$ cat config.mk
export PLATFORM = sky130hd
export DESIGN_NAME = control_stall_unit
export DESIGN_NICKNAME = d
export VERILOG_FILES = /design/src/rtl/control_stall_unit_pkg.sv /design/src/rtl/control_stall_unit_sat_counter.sv /design/src/rtl/control_stall_unit.sv
export SDC_FILE = /design/constraint.sdc
export NUM_CORES = 1
export LEC_CHECK = 0
export CAP_MARGIN = 20
export CORE_MARGIN = 1
export CORE_UTILIZATION = 47
export CTS_BUF_LIST = sky130_fd_sc_hd__clkbuf_4 sky130_fd_sc_hd__clkbuf_8
export DETAILED_ROUTE_END_ITERATION = 8
export PLACE_DENSITY = 0.79
export SLEW_MARGIN = 10
export SYNTH_ARGS = -nofsm -noshare
export SYNTH_HDL_FRONTEND = slang
export SYNTH_SLANG_ARGS = --single-unit
$ cat constraint.sdc
create_clock -name clock -period 6.89 [get_ports clock]
set_input_delay 0.689 -clock clock [delete_from_list [all_inputs] [get_ports clock]]
set_output_delay 0.689 -clock clock [all_outputs]
set_load 0.01 [all_outputs]
$ cat src/rtl/control_stall_unit_pkg.sv
// control_stall_unit_pkg
//   Shared constants for the stall/flush controller:
//   - miss-handling FSM state encodings (ST_RUN / ST_DMISS / ST_IMISS)
//   - symbolic values for the branch-resolve stage parameter (BR_EX / BR_MEM)
//   - width of the FSM state vector
package control_stall_unit_pkg;

    localparam int STATE_W = 2;

    localparam logic [STATE_W-1:0] ST_RUN   = 2'd0;
    localparam logic [STATE_W-1:0] ST_DMISS = 2'd1;
    localparam logic [STATE_W-1:0] ST_IMISS = 2'd2;

    // Stage in which a taken branch is known
    localparam int BR_EX  = 2;
    localparam int BR_MEM = 3;

endpackage

$ cat src/rtl/control_stall_unit_sat_counter.sv
// control_stall_unit_sat_counter
//   Saturating up-counter with synchronous clear, used for the
//   stall / flush / miss performance events.
//   Ports:
//     clock  in        core clock
//     clr    in        synchronous clear (dominates inc)
//     inc    in        count one event this cycle
//     count  out CNT_W current value, sticks at all-ones
module control_stall_unit_sat_counter #(
    parameter int CNT_W = 32
) (
    input  logic             clock,
    input  logic             clr,
    input  logic             inc,
    output logic [CNT_W-1:0] count
);

    logic [CNT_W-1:0] count_q;
    logic [CNT_W-1:0] count_d;

    always_comb begin
        count_d = count_q;
        if (clr) begin
            count_d = '0;
        end else if (inc && (count_q != '1)) begin
            count_d = count_q + CNT_W'(1);
        end
    end

    always_ff @(posedge clock) begin
        count_q <= count_d;
    end

    assign count = count_q;

endmodule

$ cat src/rtl/control_stall_unit.sv
// control_stall_unit
//   ID-stage stall/flush controller for the 5-stage core with L1 caches.
//   Merges D-cache miss stalls, taken-branch flushes, I-cache miss stalls,
//   load-use stalls and jump flushes (in that priority) into per-stage
//   bubble / write enables and the PC write enable.
//   Ports:
//     clock, reset                       clock, synchronous active-high reset
//     ifid_rs, ifid_rt                   sources of the instruction in ID
//     idex_rd, idex_memread              destination / load flag in EX
//     exmem_rd, exmem_memread            destination / load flag in MEM
//     exmem_memaccess                    MEM instruction uses the D-cache
//     Jump, PCSrc                        jump in ID, taken branch at BR_STAGE
//     icache_ready, dcache_ready         cache completion handshakes
//     bubble_*                           insert NOP into that pipeline register
//     write_*                            pipeline register / PC enables
//     stall_cnt, flush_cnt, miss_cnt     saturating event counters
//     dbg_state, dbg_drop_fetch          FSM state and pending-discard flag
//
//   Cache handshake: the controller never requests; a cache access that is
//   in flight completes in the cycle its ready is 1, and every cycle its
//   ready is 0 the affected stages hold. Ready is sampled every cycle and
//   needs no acknowledge.
module control_stall_unit
    import control_stall_unit_pkg::*;
#(
    parameter int REG_W    = 5,
    parameter int LOAD_LAT = 1,
    parameter int BR_STAGE = 3,
    parameter int CNT_W    = 32
) (
    input  logic               clock,
    input  logic               reset,
    input  logic [REG_W-1:0]   ifid_rs,
    input  logic [REG_W-1:0]   ifid_rt,
    input  logic [REG_W-1:0]   idex_rd,
    input  logic               idex_memread,
    input  logic [REG_W-1:0]   exmem_rd,
    input  logic               exmem_memread,
    input  logic               exmem_memaccess,
    input  logic               Jump,
    input  logic               PCSrc,
    input  logic               icache_ready,
    input  logic               dcache_ready,
    output logic               bubble_ifid,
    output logic               bubble_idex,
    output logic               bubble_exmem,
    output logic               bubble_memwb,
    output logic               write_ifid,
    output logic               write_idex,
    output logic               write_exmem,
    output logic               write_memwb,
    output logic               write_pc,
    output logic [CNT_W-1:0]   stall_cnt,
    output logic [CNT_W-1:0]   flush_cnt,
    output logic [CNT_W-1:0]   miss_cnt,
    output logic [STATE_W-1:0] dbg_state,
    output logic               dbg_drop_fetch
);

    logic [STATE_W-1:0] state_q, state_d;
    logic               drop_fetch_q, drop_fetch_d;
    logic               d_stall;
    logic               load_use;
    logic               branch_act;
    logic               jump_act;

    always_comb begin
        state_d      = state_q;
        drop_fetch_d = drop_fetch_q;
        bubble_ifid  = 1'b0;
        bubble_idex  = 1'b0;
        bubble_exmem = 1'b0;
        bubble_memwb = 1'b0;
        write_ifid   = 1'b1;
        write_idex   = 1'b1;
        write_exmem  = 1'b1;
        write_memwb  = 1'b1;
        write_pc     = 1'b1;
        branch_act   = 1'b0;
        jump_act     = 1'b0;

        // Once in DMISS the frozen MEM instruction keeps the access alive,
        // so only dcache_ready decides whether the stall continues.
        if (state_q == ST_DMISS) begin
            d_stall = !dcache_ready;
        end else begin
            d_stall = exmem_memaccess && !dcache_ready;
        end

        // Register 0 is hard-wired, so a load into it never creates a hazard.
        load_use = idex_memread && (idex_rd != '0) &&
                   ((idex_rd == ifid_rs) || (idex_rd == ifid_rt));
        if (LOAD_LAT == 2) begin
            load_use = load_use ||
                       (exmem_memread && (exmem_rd != '0) &&
                        ((exmem_rd == ifid_rs) || (exmem_rd == ifid_rt)));
        end

        if (d_stall) begin
            // Freeze everything up to MEM; MEM/WB drains a bubble.
            write_pc     = 1'b0;
            write_ifid   = 1'b0;
            write_idex   = 1'b0;
            write_exmem  = 1'b0;
            bubble_memwb = 1'b1;
            state_d      = ST_DMISS;
        end else if (PCSrc) begin
            branch_act  = 1'b1;
            bubble_ifid = 1'b1;
            bubble_idex = 1'b1;
            write_pc    = 1'b1;
            if (BR_STAGE == BR_MEM) begin
                bubble_exmem = 1'b1;
            end
            // The outstanding fetch belongs to the wrong path: remember to
            // throw it away when it finally arrives.
            if ((state_q == ST_IMISS) && !icache_ready) begin
                drop_fetch_d = 1'b1;
                state_d      = ST_IMISS;
            end else begin
                state_d = ST_RUN;
                if (icache_ready) begin
                    drop_fetch_d = 1'b0;
                end
            end
        end else if (!icache_ready) begin
            // Covers entering IMISS from RUN, staying in IMISS, and an
            // I-miss seen on the DMISS release cycle.
            write_pc    = 1'b0;
            bubble_ifid = 1'b1;
            state_d     = ST_IMISS;
        end else begin
            state_d = ST_RUN;
            if (drop_fetch_q) begin
                bubble_ifid  = 1'b1;
                drop_fetch_d = 1'b0;
            end
            if (load_use) begin
                write_pc    = 1'b0;
                write_ifid  = 1'b0;
                bubble_idex = 1'b1;
            end else if (Jump) begin
                jump_act    = 1'b1;
                bubble_ifid = 1'b1;
            end
        end

        if (reset) begin
            bubble_ifid  = 1'b1;
            bubble_idex  = 1'b1;
            bubble_exmem = 1'b1;
            bubble_memwb = 1'b1;
            write_ifid   = 1'b1;
            write_idex   = 1'b1;
            write_exmem  = 1'b1;
            write_memwb  = 1'b1;
            write_pc     = 1'b1;
        end
    end

    always_ff @(posedge clock) begin
        if (reset) begin
            state_q      <= ST_RUN;
            drop_fetch_q <= 1'b0;
        end else begin
            state_q      <= state_d;
            drop_fetch_q <= drop_fetch_d;
        end
    end

    assign dbg_state      = state_q;
    assign dbg_drop_fetch = drop_fetch_q;

    control_stall_unit_sat_counter #(.CNT_W(CNT_W)) u_stall_cnt (
        .clock (clock),
        .clr   (reset),
        .inc   (!write_pc),
        .count (stall_cnt)
    );

    control_stall_unit_sat_counter #(.CNT_W(CNT_W)) u_flush_cnt (
        .clock (clock),
        .clr   (reset),
        .inc   (branch_act || jump_act),
        .count (flush_cnt)
    );

    // Counts stall cycles of either miss, including the entering cycle
    // but not the release cycle.
    control_stall_unit_sat_counter #(.CNT_W(CNT_W)) u_miss_cnt (
        .clock (clock),
        .clr   (reset),
        .inc   (state_d != ST_RUN),
        .count (miss_cnt)
    );

endmodule

==> flow_metrics.env <==
export IMPL_status="completed"
export IMPL_r2r_start="u_flush_cnt.count[0]"
export IMPL_crit_slowest_cell="clkdlybuf4s50_1"
export IMPL_ant_nets=0
export IMPL_grt_pass1_vias=4547
export IMPL_synth_fp_nets=651
export IMPL_synth_ff_latch_count=99
export IMPL_area_growth_syn_to_layout_pct=31.0
export IMPL_setup_viol=0
export IMPL_synth_edff_count=0
export IMPL_grt_util_all_layers_pct=23.1
export IMPL_first_pass_iters=4
export IMPL_core_sq_mm=0.0104
export IMPL_netlist_area_sq_mm=0.00504
export IMPL_ys_seq_area_share_pct=39.3
export IMPL_clk_latency_ns=0.36
export IMPL_rr_endpoint="u_flush_cnt.count[29]"
export IMPL_synth_cell_types=60
export IMPL_place_congestion=0.875
export IMPL_fin_setup_tns_ns=0
export IMPL_dpl_hpwl_um=9550
export IMPL_clkTransAtPathRegs_ns=0.10
export IMPL_portBuffers=129
export IMPL_crit_arrival_ns=2.86
export IMPL_hold_path_class="register to register"
export IMPL_crit_start="idex_rd[3]"
export IMPL_clockRootBuffer="clkbuf_8"
export IMPL_chipWidth_um=106
export IMPL_cp_slowest_stage_delay_ns=0.49
export IMPL_avgRoutedWirePerCell_um=14.9
export IMPL_grt_pass1_wl_um=21200
export IMPL_antenna_found_initial=0
export IMPL_fillerInstances=899
export IMPL_period_needed_ns=3.55
export IMPL_fmaxAchievable_mhz=282
export IMPL_slew_headroom_pct=39.3
export IMPL_powerDensity_mw_per_mm2=156
export IMPL_drc=0
export IMPL_report_final_slew_viol_count=0
export IMPL_drive_gt1_share_pct=4.83
export IMPL_reg2reg_depth=8
export IMPL_dr_total_vias=4933
export IMPL_clock_skew_ns=0.0145
export IMPL_viasPerCell=5.60
export IMPL_final_cells=881
export IMPL_clkSinkCount=99
export IMPL_worst_path_buf_inv=2
export IMPL_setup_worst_path_end_class="output port"
export IMPL_overflow=0
export IMPL_synthFlopType="dfxtp_1"
export IMPL_rsz0062_at_grt="no"
export IMPL_cts_htree_levels=3
export IMPL_reg2reg_setup_slack_ns=4.13
export IMPL_post_place_ws_ns=3.34
export IMPL_dieArea_sq_mm=0.0111
export IMPL_rows=37
export IMPL_diodes=0
export IMPL_die_y_um=106
export IMPL_synth_async_reset_ratio_pct=0
export IMPL_ctsHoldBuffers=0
export IMPL_crit_fanout=8
export IMPL_ctsResizeCount=0
export IMPL_dp_cells=865
export IMPL_cts_setup_buffers=0
export IMPL_cts_tree="yes"
export IMPL_cts_buffers_inserted=9
export IMPL_grt_max_degree=61
export IMPL_final_hold_viol_count=0
export IMPL_min_to="u_miss_cnt.count[11]"
export IMPL_post_route_period_util_pct=51.5
export IMPL_worstSetupPathType="input pin to output port"
export IMPL_ys_warnings_count=0
export IMPL_synth_cells=619
export IMPL_cap_violations=0
export IMPL_crit_top_cell="clkdlybuf4s50_1"
export IMPL_irDropWorstVdd_v=0.0000936
export IMPL_worstPathCellList="clkdlybuf4s50_1 > xnor2_1 > nand3_1 > o22a_1 > o21ai_2 > nand2_1 > clkdlybuf4s50_1"
export IMPL_whs_path_depth=2
export IMPL_hp_start="u_miss_cnt.count[11]"
export IMPL_required_ns=6.20
export IMPL_final_nets=772
export IMPL_p_leak_uw=0.00208
export IMPL_path_delay_family="buffers and inverters"
export IMPL_tightest_slew_ns=0.906
export IMPL_critPathLaunchType="input pin"
export IMPL_fin_ws_ns=3.34
export IMPL_cts_buffer_depth=2
export IMPL_routed_wl_um=13200
export IMPL_drt_iter0_drc=199
export IMPL_ioPinCount=137
export IMPL_start_util_pct=48.6
export IMPL_synth_avg_cell_area_sq_um=8.14
## final cells by class
cell class | count | area [sq um] | share of cell area [%]
clock buffers | 13 | 173 | 2.62
clock inverters | 3 | 21.3 | 0.322
inverters | 17 | 63.8 | 0.966
multi-input cells | 482 | 2890 | 43.8
flip-flops and latches | 99 | 1980 | 30.0
well taps | 136 | 170 | 2.58
repair buffers | 131 | 1300 | 19.7
## how the worst max path moves through the flow
stage               slack [ns]  depth (start not counted)                     to
floorplan                 4.43                          6  u_flush_cnt.count[29]
detailed placement        3.34                          7               write_pc
finish                    3.34                          7               write_pc
global placement          3.35                          7               write_pc
global route              3.18                          8            bubble_idex
CTS                       3.33                          7               write_pc
## tightest hold or removal path, delay by kind of cell, from the launching register on
| family | cells | cell delay [ns] |
|---|---|---|
| compound gates | 2 | 0.14 |
| flops | 1 | 0.34 |
## cells in the final DEF, fill, tap and decap left out, types with 5 or more instances in the layout
cell             Yosys  final
or4_1                7      7
nor4_1              11     11
o21ai_0             33     33
nand2_1             51     51
nand4_1             25     25
nor3_1              17     17
clkbuf_8             0     12
xnor2_1             31     31
and4_1               9      9
a21oi_1             36     36
clkdlybuf4s50_1      0    128
and3_1               8      8
nor2b_1              7      7
dfxtp_1             99     99
o31ai_1              5      5
nor2_1              83     83
xor2_1              31     31
nand3_1             35     35
nand2b_1             5      5
or3_1               32     32
mux2i_1              5      5
inv_1               17     17
## synthesized netlist by cell type (8+ instances only)
master,n,area share (%)
and4_1,9,1.6
xor2_1,31,5.4
a21oi_1,36,3.6
nand3_1,35,3.5
and3_1,8,0.99
xnor2_1,31,5.4
nor2_1,83,6.2
nand4_1,25,3.1
nor4_1,11,1.4
nor3_1,17,1.7
inv_1,17,1.3
or3_1,32,4.0
nand2_1,51,3.8
dfxtp_1,99,39
clkbuf_1,14,1.0
o21ai_0,33,3.3
## through the flow
stage | hold WS (ns) | area (sq um) | power [uW] | utilization, %
global placement | 0.484 | 6410 | 680 | 61.8
finish | 0.514 | 6600 | 1030 | 63.7
CTS | 0.520 | 6600 | 1040 | 63.7
floorplan | 0.513 | 5040 | 642 | -
global route | 0.540 | 6600 | 1070 | 63.7
detailed placement | 0.498 | 6410 | 683 | 61.8
## cell families (layout without fill, tap and decap cells)
group	count (synthesis)	in the layout	synth area share, %
flops	99	99	39.3
simple gates	309	309	32.0
other cells	1	1	0.0744
xor+xnor	62	62	10.8
buf+inv	38	164	3.33
fa+ha+maj	3	3	0.745
compound gates	99	99	12.1
mux	8	8	1.66
## sequential cells by signal, summed over array words and instances, names as in the netlist
| signal | count |
|---|---|
| u_flush_cnt.count | 32 |
| u_miss_cnt.count | 32 |
| u_stall_cnt.count | 32 |
| dbg_state | 2 |
| dbg_drop_fetch | 1 |
## power breakdown
group	switching (uW)	internal (uW)
clock	197	166
combinational	46.4	39.8
sequential	6.62	576
## per-layer routing
layer	share of wire (%)	global-route usage [%]
met1	45	28.9
met5	0	0
met3	6.1	4.82
met2	48	39.7
met4	1.2	7.14
(Power assumes the default switching activity.)
